## src/rtl/ref_blk_cline_sequencer.sv

```systemverilog
// Reference-block cache-line sequencer.
// Takes one block request (start x/y plus extent) and computes how many
// cache lines the block spans. The end coordinate is clamped at the frame
// edge. Every covered cache-line coordinate is then issued in raster order,
// one per handshake.
module ref_blk_cline_sequencer #(
    parameter int unsigned C_L_H_SIZE = 3,
    parameter int unsigned C_L_V_SIZE = 2,
    parameter int unsigned X_WDTH     = 12,
    parameter int unsigned Y_WDTH     = 12,
    parameter int unsigned DIM_WDTH   = 4,
    parameter int unsigned DIM_HGT    = 3,
    parameter int unsigned DELTA_WDTH = 2
) (
    input  logic                         clk,
    input  logic                         reset,
    input  logic                         req_valid_in,
    output logic                         req_ready_out,
    input  logic [X_WDTH-1:0]            start_x_in,
    input  logic [Y_WDTH-1:0]            start_y_in,
    input  logic [DIM_WDTH-1:0]          rf_blk_wdt_in,
    input  logic [DIM_HGT-1:0]           rf_blk_hgt_in,
    output logic [DELTA_WDTH-1:0]        delta_x_out,
    output logic [DELTA_WDTH-1:0]        delta_y_out,
    output logic                         cl_valid_out,
    input  logic                         cl_ready_in,
    output logic [X_WDTH-C_L_H_SIZE-1:0] cl_x_out,
    output logic [Y_WDTH-C_L_V_SIZE-1:0] cl_y_out,
    output logic                         cl_last_out
);

    localparam int unsigned CLX_WDTH = X_WDTH - C_L_H_SIZE;
    localparam int unsigned CLY_WDTH = Y_WDTH - C_L_V_SIZE;

    typedef enum logic [0:0] {
        StIdle,
        StIssue
    } state_t;

    state_t                state_q;
    logic                  req_ready_q;
    logic                  cl_valid_q;
    logic                  cl_last_q;
    logic [CLX_WDTH-1:0]   cl_x_q;
    logic [CLY_WDTH-1:0]   cl_y_q;
    logic [DELTA_WDTH-1:0] delta_x_q;
    logic [DELTA_WDTH-1:0] delta_y_q;
    logic [DELTA_WDTH-1:0] ix_q;
    logic [DELTA_WDTH-1:0] iy_q;
    logic [CLX_WDTH-1:0]   base_x_q;
    logic [CLY_WDTH-1:0]   base_y_q;

    logic [X_WDTH:0]       sum_x;
    logic [Y_WDTH:0]       sum_y;
    logic [X_WDTH-1:0]     end_x;
    logic [Y_WDTH-1:0]     end_y;
    logic [CLX_WDTH-1:0]   base_x;
    logic [CLY_WDTH-1:0]   base_y;
    logic [CLX_WDTH-1:0]   span_x;
    logic [CLY_WDTH-1:0]   span_y;
    logic [DELTA_WDTH-1:0] dx;
    logic [DELTA_WDTH-1:0] dy;
    logic [DELTA_WDTH-1:0] ix_nxt;
    logic [DELTA_WDTH-1:0] iy_nxt;
    logic                  row_end;
    logic                  unused_bits;

    // Request-side span arithmetic: clamp the end at the frame edge, then
    // the span is the difference of the cache-line indices.
    always_comb begin
        sum_x  = (X_WDTH + 1)'(start_x_in) + (X_WDTH + 1)'(rf_blk_wdt_in);
        sum_y  = (Y_WDTH + 1)'(start_y_in) + (Y_WDTH + 1)'(rf_blk_hgt_in);
        end_x  = sum_x[X_WDTH] ? {X_WDTH{1'b1}} : sum_x[X_WDTH-1:0];
        end_y  = sum_y[Y_WDTH] ? {Y_WDTH{1'b1}} : sum_y[Y_WDTH-1:0];
        base_x = start_x_in[X_WDTH-1:C_L_H_SIZE];
        base_y = start_y_in[Y_WDTH-1:C_L_V_SIZE];
        span_x = end_x[X_WDTH-1:C_L_H_SIZE] - base_x;
        span_y = end_y[Y_WDTH-1:C_L_V_SIZE] - base_y;
        // The parameter constraint keeps the span within DELTA_WDTH bits.
        dx     = span_x[DELTA_WDTH-1:0];
        dy     = span_y[DELTA_WDTH-1:0];
    end

    // Issue-side counter stepping for the next coordinate.
    always_comb begin
        ix_nxt  = ix_q + 1'b1;
        iy_nxt  = iy_q + 1'b1;
        row_end = (ix_q == delta_x_q);
    end

    assign unused_bits = ^{end_x[C_L_H_SIZE-1:0], end_y[C_L_V_SIZE-1:0],
                           span_x[CLX_WDTH-1:DELTA_WDTH], span_y[CLY_WDTH-1:DELTA_WDTH]};

    // Request/issue FSM; every output is a register so that nothing is
    // combinationally dependent on req_valid_in or cl_ready_in.
    always_ff @(posedge clk) begin
        if (reset) begin
            state_q     <= StIdle;
            req_ready_q <= 1'b0;
            cl_valid_q  <= 1'b0;
            cl_last_q   <= 1'b0;
            cl_x_q      <= '0;
            cl_y_q      <= '0;
            delta_x_q   <= '0;
            delta_y_q   <= '0;
            ix_q        <= '0;
            iy_q        <= '0;
            base_x_q    <= '0;
            base_y_q    <= '0;
        end else begin
            unique case (state_q)
                StIdle: begin
                    req_ready_q <= 1'b1;
                    cl_valid_q  <= 1'b0;
                    // Acceptance is gated by the registered ready so that the
                    // first cycle after reset never takes a request.
                    if (req_ready_q && req_valid_in) begin
                        base_x_q    <= base_x;
                        base_y_q    <= base_y;
                        delta_x_q   <= dx;
                        delta_y_q   <= dy;
                        ix_q        <= '0;
                        iy_q        <= '0;
                        cl_x_q      <= base_x;
                        cl_y_q      <= base_y;
                        cl_last_q   <= (dx == '0) && (dy == '0);
                        req_ready_q <= 1'b0;
                        cl_valid_q  <= 1'b1;
                        state_q     <= StIssue;
                    end
                end
                StIssue: begin
                    if (cl_ready_in) begin
                        if (cl_last_q) begin
                            cl_valid_q  <= 1'b0;
                            cl_last_q   <= 1'b0;
                            req_ready_q <= 1'b1;
                            state_q     <= StIdle;
                        end else if (row_end) begin
                            ix_q      <= '0;
                            iy_q      <= iy_nxt;
                            cl_x_q    <= base_x_q;
                            cl_y_q    <= base_y_q + CLY_WDTH'(iy_nxt);
                            cl_last_q <= (delta_x_q == '0) && (iy_nxt == delta_y_q);
                        end else begin
                            ix_q      <= ix_nxt;
                            cl_x_q    <= base_x_q + CLX_WDTH'(ix_nxt);
                            cl_last_q <= (ix_nxt == delta_x_q) && (iy_q == delta_y_q);
                        end
                    end
                end
                default: state_q <= StIdle;
            endcase
        end
    end

    assign req_ready_out = req_ready_q;
    assign cl_valid_out  = cl_valid_q;
    assign cl_last_out   = cl_last_q;
    assign cl_x_out      = cl_x_q;
    assign cl_y_out      = cl_y_q;
    assign delta_x_out   = delta_x_q;
    assign delta_y_out   = delta_y_q;

endmodule
```

## config.mk

```make
export PLATFORM = sky130hd
export DESIGN_NAME = ref_blk_cline_sequencer
export DESIGN_NICKNAME = d
export VERILOG_FILES = /design/src/rtl/ref_blk_cline_sequencer.sv
export SDC_FILE = /design/constraint.sdc
export NUM_CORES = 1
export LEC_CHECK = 0
export ABC_CLOCK_PERIOD_IN_PS = 6100
export CAP_MARGIN = 20
export CORE_AREA = 2 2 99 63
export DETAILED_ROUTE_END_ITERATION = 10
export DIE_AREA = 0 0 101 65
export PLACE_DENSITY = 0.8
export SLEW_MARGIN = 25
export SYNTH_ARGS = -nofsm -noshare
export SYNTH_HDL_FRONTEND = slang
export SYNTH_SLANG_ARGS = --single-unit
```

## constraint.sdc

```tcl
create_clock -name clk -period 6.1 [get_ports clk]
set_clock_uncertainty 0.15 [all_clocks]
set_input_delay 0.61 -clock clk [delete_from_list [all_inputs] [get_ports clk]]
set_output_delay 0.61 -clock clk [all_outputs]
set_load 0.05 [all_outputs]
```

# Yosys cells after proc, flatten, opt, wreduce, memory -nomap -nowiden
# Index checks and enable logic that the tools add are counted.
# totals
inputBits	35
wordCells	79
regBits	50
out_inout_bits	26
# classes
eq_ne	9
n_addsub	8
reduce_logical	12
bitwise_logic	1
n_mux	37
# op_table
cell	n
2-to-1 mux 10 bit	4
2-to-1 mux 9 bit	4
case mux 10 bit (2 select lines)	1
case mux 9 bit (2 select lines)	1
2-to-1 mux 2 bit	7
adder 12 x 3 -> 13 bit	1
adder 12 x 4 -> 13 bit	1
2-to-1 mux 1 bit	12
adder 10 x 2 -> 10 bit	1
adder 9 x 2 -> 9 bit	1
equality test 2 bit	4
case mux 1 bit (2 select lines)	4
case mux 2 bit (2 select lines)	2
logical NOT 2 bit	3
!= test 2 bit (second input constant)	3
AND reduction 2 bit	3
2-to-1 mux 5 bit	1
adder 2 x 1 -> 2 bit (second input constant)	2
logical AND 1 bit	4
2-to-1 mux 4 bit	1
!= test 2 x 1 -> 1 bit (second input constant)	2
AND reduction 4 bit	1
subtractor 2 bit	2
AND reduction 3 bit	1
NOT 1 bit	1

# Depth between registers and ports, before layout
# Gate-level depths: netlist of run 1.
# depth
depth_word	7
depth_mapped	10
ltp_nobuf	10

# Worst setup path after synthesis of run 1
# No wires, ideal clock.
# synth_path
path_type	input to register
start	input start_x_in[1]
end	register cl_last_q, in the netlist cl_last_out
arrival_ns	2.115
t_required_ns	5.876
slack_ns	3.761
n_path_buf	0
setup_ns	0.074
path_stages	10
cell_sequence	ha_1 -> and3_1 -> o21ai_0 -> a21oi_1 -> nand2_1 -> o21ai_0 -> ha_1 -> and3_1 -> nand4_1 -> o21ai_0
# synth_between
elab_chain_cells	7
# synth_lines
element	line	text
from (decl)	19	input logic [X_WDTH-1:0] start_x_in,
adder 12 x 4 -> 13 bit	71	sum_x = (X_WDTH + 1)'(start_x_in) + (X_WDTH + 1)'(rf_blk_wdt_in);
2-to-1 mux 5 bit	73	end_x = sum_x[X_WDTH] ? {X_WDTH{1'b1}} : sum_x[X_WDTH-1:0];
subtractor 2 bit	77	span_x = end_x[X_WDTH-1:C_L_H_SIZE] - base_x;
logical NOT 2 bit	126	cl_last_q <= (dx == '0) && (dy == '0);
logical AND 1 bit	126	
2-to-1 mux 1 bit	117	if (req_ready_q && req_valid_in) begin
case mux 1 bit (2 select lines)	111	unique case (state_q)
to (signal assigned)	126	
to (signal assigned)	144	cl_last_q <= (delta_x_q == '0) && (iy_nxt == delta_y_q);
to (signal assigned)	148	cl_last_q <= (ix_nxt == delta_x_q) && (iy_q == delta_y_q);
to (decl)	43	logic cl_last_q;
# Every way passes these cells. The select of a mux whose other input is x is not followed.
# A chain may end at the register's enable or synchronous reset.

# Final worst setup path of run 1
# layout_path
start	input req_valid_in
end	register cl_y_q[7], in the netlist cl_y_out[7]
# layout_between
elab_chain_cells	3
# layout_lines
element	line	text
from (decl)	17	input logic req_valid_in,
logical AND 1 bit	117	
!= test 2 bit (no source line)	n/a	
AND reduction 4 bit (no source line)	n/a	
to (signal assigned)	125	cl_y_q <= base_y;
to (signal assigned)	143	cl_y_q <= base_y_q + CLY_WDTH'(iy_nxt);
to (decl)	45	logic [CLY_WDTH-1:0] cl_y_q;
# Every way passes these cells.

==> results of run 1 <==
metrics by stage:
| step | instances | hold slack (ps) | util | worst slack, ps |
|---|---|---|---|---|
| 3_5_place_dp | 454 | 295 | 0.580 | 2750 |
| 3_3_place_gp | 454 | 295 | 0.580 | 2850 |
| 5_1_grt | 462 | 330 | 0.604 | 3020 |
| 6_report | 462 | 311 | 0.604 | 3240 |
| 2_1_floorplan | 338 | 290 | - | 3760 |
| 4_1_cts | 462 | 313 | 0.604 | 3050 |
kinds of logic after synthesis:
group | after synthesis | share of synthesized area
AO/OA/AOI/OAI | 89 | 0.208
multiplexers | 5 | 0.0189
flip-flops | 50 | 0.368
buffers and inverters | 24 | 0.0350
AND/OR/NAND/NOR | 134 | 0.225
XOR/XNOR | 23 | 0.0796
adder cells (fa/ha/maj) | 13 | 0.0653
power breakdown:
group          switching, mW  total, mW  internal, mW
registers             0.0197      0.369         0.349
logic                  0.139      0.227        0.0884
clock network          0.121      0.285         0.164
total                  0.279      0.881         0.602
cells in the final DEF, fill, tap and decap left out, types with 3 or more instances in the layout:
cell	n
nor3_1	3
nand3_1	10
o21ai_0	8
o211ai_1	3
and3_1	3
dfxtp_1	50
clkdlybuf4s50_1	60
nor2_1	26
nand3b_1	4
xor2_1	9
nand4_1	5
a211oi_1	5
nand2_1	67
clkbuf_8	5
a21oi_1	43
ha_1	11
inv_1	6
a31oi_1	3
xnor2_1	12
mux2i_1	4
a211o_1	12
o2111ai_1	4
routing by layer:
metal  vias to the layer above  track usage  wire, um
li1                       1286            -         -
met1                      1181        0.337      3610
met2                        88        0.310      2800
met3                         7       0.0442       507
met4                         0       0.0524        65
met5                         -            0         0
critical path: stages:
cell             delay, ps
clkdlybuf4s50_1        480
nand3b_1               660
nand2_1                330
nand2_1                380
a211o_1                350
a21oi_1                130
layout make-up:
cell class	count	area (um^2)	area share
multi-input combinational	264	1630	0.465
sequential	50	1000	0.287
timing repair buffer	62	616	0.176
tap	72	90.1	0.0258
clock buffer	5	68.8	0.0197
clock inverter	3	68.8	0.0197
inverter	6	22.5	0.00645
registers in the layout, summed over array words and instances, names as in the netlist:
| register | cells |
|---|---|
| base_y_q | 10 |
| base_x_q | 9 |
| ix_q | 2 |
| cl_y_out | 10 |
| delta_x_out | 2 |
| iy_q | 2 |
| cl_x_out | 9 |
| cl_last_out | 1 |
| delta_y_out | 2 |
| cl_valid_out | 1 |
| state_q | 1 |
| req_ready_out | 1 |
worst min path at each step:
stage                                  start                  endpoint  slack [ps]
finish              cl_y_out[2]$_SDFFE_PP0P_  cl_y_out[2]$_SDFFE_PP0P_         310
global route        cl_x_out[0]$_SDFFE_PP0P_  cl_x_out[0]$_SDFFE_PP0P_         330
CTS                 cl_y_out[3]$_SDFFE_PP0P_  cl_y_out[3]$_SDFFE_PP0P_         310
detailed placement  cl_x_out[3]$_SDFFE_PP0P_  cl_x_out[3]$_SDFFE_PP0P_         290
global placement    cl_y_out[2]$_SDFFE_PP0P_  cl_y_out[2]$_SDFFE_PP0P_         300
floorplan           base_y_q[0]$_SDFFE_PP0P_  base_y_q[0]$_SDFFE_PP0P_         290
==> run metrics, run 1 <==
cell taking the most area after synthesis dfxtp_1; Worst R2R Path Depth 6; DR pass1 iterations 7; Total GRT Usage 0.219; Tmin final between 2000 and 3000 ps; Final ANT Viol Nets 0; max_slew headroom 0.350; RSZ-0062 raised after global routing no; DR vias/cell about 5.5; clock tree buffer depth 2; Fillers roughly 520; GRT overflow 0; Skew-Pair Late Insertion Delay between 300 and 400 ps; CTS Buf Count 5; synth top area cells dfxtp_1, nand2_1, a21oi_1, ha_1, a211o_1; most numerous cell in the Yosys netlist nand2_1; First DRT Iteration DRCs 180; synthesized net count approximately 390; row count 22; PnR Total Power slightly below 900 uW; Sink Count 50; CTS tree done; CP Class input port to flop; Post-synth EDFFs 0; Residual DRC 0; maxcap violations 0; fraction of registers with async set/reset 0; DP HPWL about 5000 um; H-Tree Depth 2; routed vias 2562; drt total wl around 7000 um; CP endpoint kind flop; core area roughly 0.0058 mm^2; crit path capture cl_y_out[7]$_SDFFE_PP0P_; fin. max-slew vios 0; Setup TNS Final 0 ps; GPL Wtd Cong between 0.8 and 0.9; count of different cell masters after synthesis 45; Pleak ~1.2 nW; chip height 65 um; cell area after layout between 0.003 and 0.004 mm^2; Worst R2R Start state_q$_SDFF_PP0_; largest net degree at the start of global routing 50; I/O Pins 61; die width 101 um; Root Buffer clkbuf_8; ys flop type dfxtp_1; Final Hold Viols 0; worst hold path type flop to flop; Seq cells post-synth 50; Hold Path Depth 2; Achievable Freq ~350 MHz; postcts setup bufs 0; Critical Path Source Type input port; status finished, final reports clean; Power Dens Cells around 250 mW/mm^2; CTS hold repair buffers 0; Yosys top cell area share 0.368; initial antenna violation count 0; highest fanout seen on the critical path 23; synthesized area per cell 8.05 um^2; post-cts resize count 0; Seq/Total Area, Yosys 0.368; crit path from req_valid_in; vias in the first global route roughly 2300; ratio of cells with drive above 1 in the final layout 0.0513; Max VDD drop approximately 0.00012 V; most frequent cells after synthesis nand2_1, dfxtp_1, a21oi_1; CP arrival just under 3000 ps; yosys warns 0; Worst Max-Slew Pin Slew about 970 ps; Syn-to-layout area delta 28.4%; Worst R2R Setup Slack ~3300 ps; first-pass GRT wire length between 10000 and 15000 um; Cells after Synth 338; WP data required 6200 ps; Final #Nets roughly 440; Buffers on Ports 60; Die Area 0.00657 mm^2; Final period util 0.470; Mapped Area between 0.002 and 0.003 mm^2; Setup violations, final 0; per-cell routed wire length around 15 um; Worst R2R End cl_y_out[7]$_SDFFE_PP0P_; Cell Area, Placed 0.00335 mm^2; Clock transition at path regs roughly 100 ps; diode count 0; Initial Util 0.471
Note: power is estimated with default switching activity, not from simulation.
==> run 2, diff against run 1 <==
- ABC_CLOCK_PERIOD_IN_PS: 6100 -> 2600
- CORE_AREA: 2 2 99 63 -> 2 2 103 65
- DIE_AREA: 0 0 101 65 -> 0 0 105 67
- PLACE_DENSITY: 0.8 -> 0.78
- clock period: 6.1 -> 2.6 ns (I/O delays scaled with it)
==> run metrics, run 2 (synthesis gave the netlist of run 1 again) <==
setup slack after layout approximately 190 ps; Max VDD drop 0.000278 V; clock tree buffer depth 2; max_slew headroom 0.592; Critical Path Source Type input port; CP peak stage delay ~500 ps; highest fanout seen on the critical path 4; crit path buf inv count 1; postcts setup bufs 0; maxcap violations 0; leading cell type in the layout, fill and taps excluded nand2_1; Initial Util 0.453; H-Tree Depth 2; DR pass1 iterations 4; first-pass GRT wire length between 10000 and 15000 um; Tmin final ~2400 ps; Fillers slightly below 600; row count 22; CTS tree done; chip height 67 um; CP max-delay cell clkdlybuf4s50_1; ratio of cells with drive above 1 in the final layout 0.0606; First DRT Iteration DRCs around 150; Achievable Freq roughly 420 MHz; fin. max-slew vios 0; Worst R2R End cl_y_out[7]$_SDFFE_PP0P_; largest net degree at the start of global routing 31; Power Dens Cells 540 mW/mm^2; Syn-to-layout area delta 28.8%; CP Class input port to flop; Residual DRC 0; CTS hold repair buffers 0; worst hold path type flop to flop; Worst R2R Setup Slack roughly 270 ps; DR vias/cell between 5 and 6; WP depth 9; CTS Buf Count 5; drt total wl 7400 um; Worst R2R Path Depth 7; CP endpoint kind flop; Sink Count 50; combinational share of power 0.289; GRT overflow 0; Skew-Pair Late Insertion Delay slightly above 300 ps; sw power 640 uW; per-cell routed wire length ~15 um; P_int 1.25 mW; initial antenna violation count 0; diode count 0; Pleak between 1 and 1.5 nW; Worst Max-Slew Pin Slew just over 600 ps; sw frac 0.339; Final period util 0.925; Buffers on Ports 60; CP arrival roughly 2500 ps; CP Cell Sequence clkdlybuf4s50_1, nand4_1, nor3_1, a211o_1, o21ai_0, ha_1, or3_1, nand4_1, o21ai_0; DP HPWL 5430 um; routed vias 2609; Crit path max-delay family simple AND/OR/NAND/NOR gates; core area about 0.0060 mm^2; Final Hold Viols 0; Worst R2R Start iy_q[0]$_SDFFE_PP0P_; vias in the first global route about 2400; status finished, final reports clean; GPL Wtd Cong ~0.85; dpl ws -90.0 ps; post-cts resize count 0; die width 105 um; Die Area around 0.007 mm^2; I/O Pins 61; Clock transition at path regs 90 ps; Final ANT Viol Nets 0; crit path capture cl_last_out$_SDFFE_PP0P_; Reg power frac 0.459; Clk pwr share 0.252; WHS between 300 and 400 ps; Setup violations, final 0; Root Buffer clkbuf_8; crit path from start_y_in[7]; Total GRT Usage 0.214; Final #Nets 443; commonest non-fill, non-tap cells in the layout nand2_1, clkdlybuf4s50_1, dfxtp_1; fin util 0.584; WP data required between 2000 and 3000 ps; RSZ-0062 raised after global routing no
## run 2: cell types whose count changed in the layout (fill, tap and decap cells not counted), sizes merged
cell    delta
buf        +6
bufinv     -2
clkbuf     +2
## run 2: cell type report
| type | instances | area, um^2 | area share |
|---|---|---|---|
| multi-input combinational | 264 | 1620 | 0.463 |
| clock buffer | 7 | 86.3 | 0.0246 |
| tap | 84 | 105 | 0.0300 |
| timing repair buffer | 68 | 661 | 0.189 |
| inverter | 6 | 22.5 | 0.00643 |
| sequential | 50 | 1000 | 0.286 |
| clock inverter | 1 | 5.00 | 0.00143 |
## run 2: worst min path at each step
stage / start / end / slack (ps) / depth (start not counted)
floorplan: start_y_in[2] / base_y_q[0]$_SDFFE_PP0P_ / 250 / 2
global placement: cl_y_out[2]$_SDFFE_PP0P_ / cl_y_out[2]$_SDFFE_PP0P_ / 290 / 2
detailed placement: cl_x_out[3]$_SDFFE_PP0P_ / cl_x_out[3]$_SDFFE_PP0P_ / 290 / 2
CTS: cl_y_out[3]$_SDFFE_PP0P_ / cl_y_out[3]$_SDFFE_PP0P_ / 310 / 2
global route: cl_x_out[0]$_SDFFE_PP0P_ / cl_x_out[0]$_SDFFE_PP0P_ / 340 / 2
finish: cl_y_out[3]$_SDFFE_PP0P_ / cl_y_out[3]$_SDFFE_PP0P_ / 310 / 2
## run 2: routing by layer
metal,vias to the layer above,global-route usage,part of all wire
li1,1299,-,-
met1,1204,0.306,0.50
met2,101,0.327,0.41
met3,5,0.0519,0.091
met4,0,0.0433,0.0065
met5,-,0,0
## run 2: worst reg2reg max path, delay by kind of cell (launching register included)
kind | cells | cell delay [ps]
xor gates and xnor gates | 2 | 480
and+or+nand+nor | 1 | 130
AOI/OAI and AO/OA | 3 | 790
adders and majority gates | 1 | 300
DFF | 1 | 420
## run 2: metrics by stage
stage,area (um^2),setup TNS (ps),instances,power (mW)
finish,3500,0,480,1.89
global route,3500,0,480,1.99
CTS,3500,0,480,1.90
detailed placement,3410,-111,472,1.43
global placement,3410,-26.1,472,1.42
floorplan,2720,0,338,1.22
## run 2: power by group through the flow
stage / logic [mW] / clock network, mW / registers, mW
after detailed placement: 0.542 / 0 / 0.885
after global routing: 0.589 / 0.521 / 0.876
after floorplan: 0.231 / 0 / 0.992
final: 0.547 / 0.477 / 0.867
after global placement: 0.533 / 0 / 0.883
after CTS: 0.545 / 0.486 / 0.867
==> run 3, diff against run 2 <==
- CAP_MARGIN: 20 -> unset
==> results of run 3 <==
Final layout, timing and power as in run 2 (identical DEF).
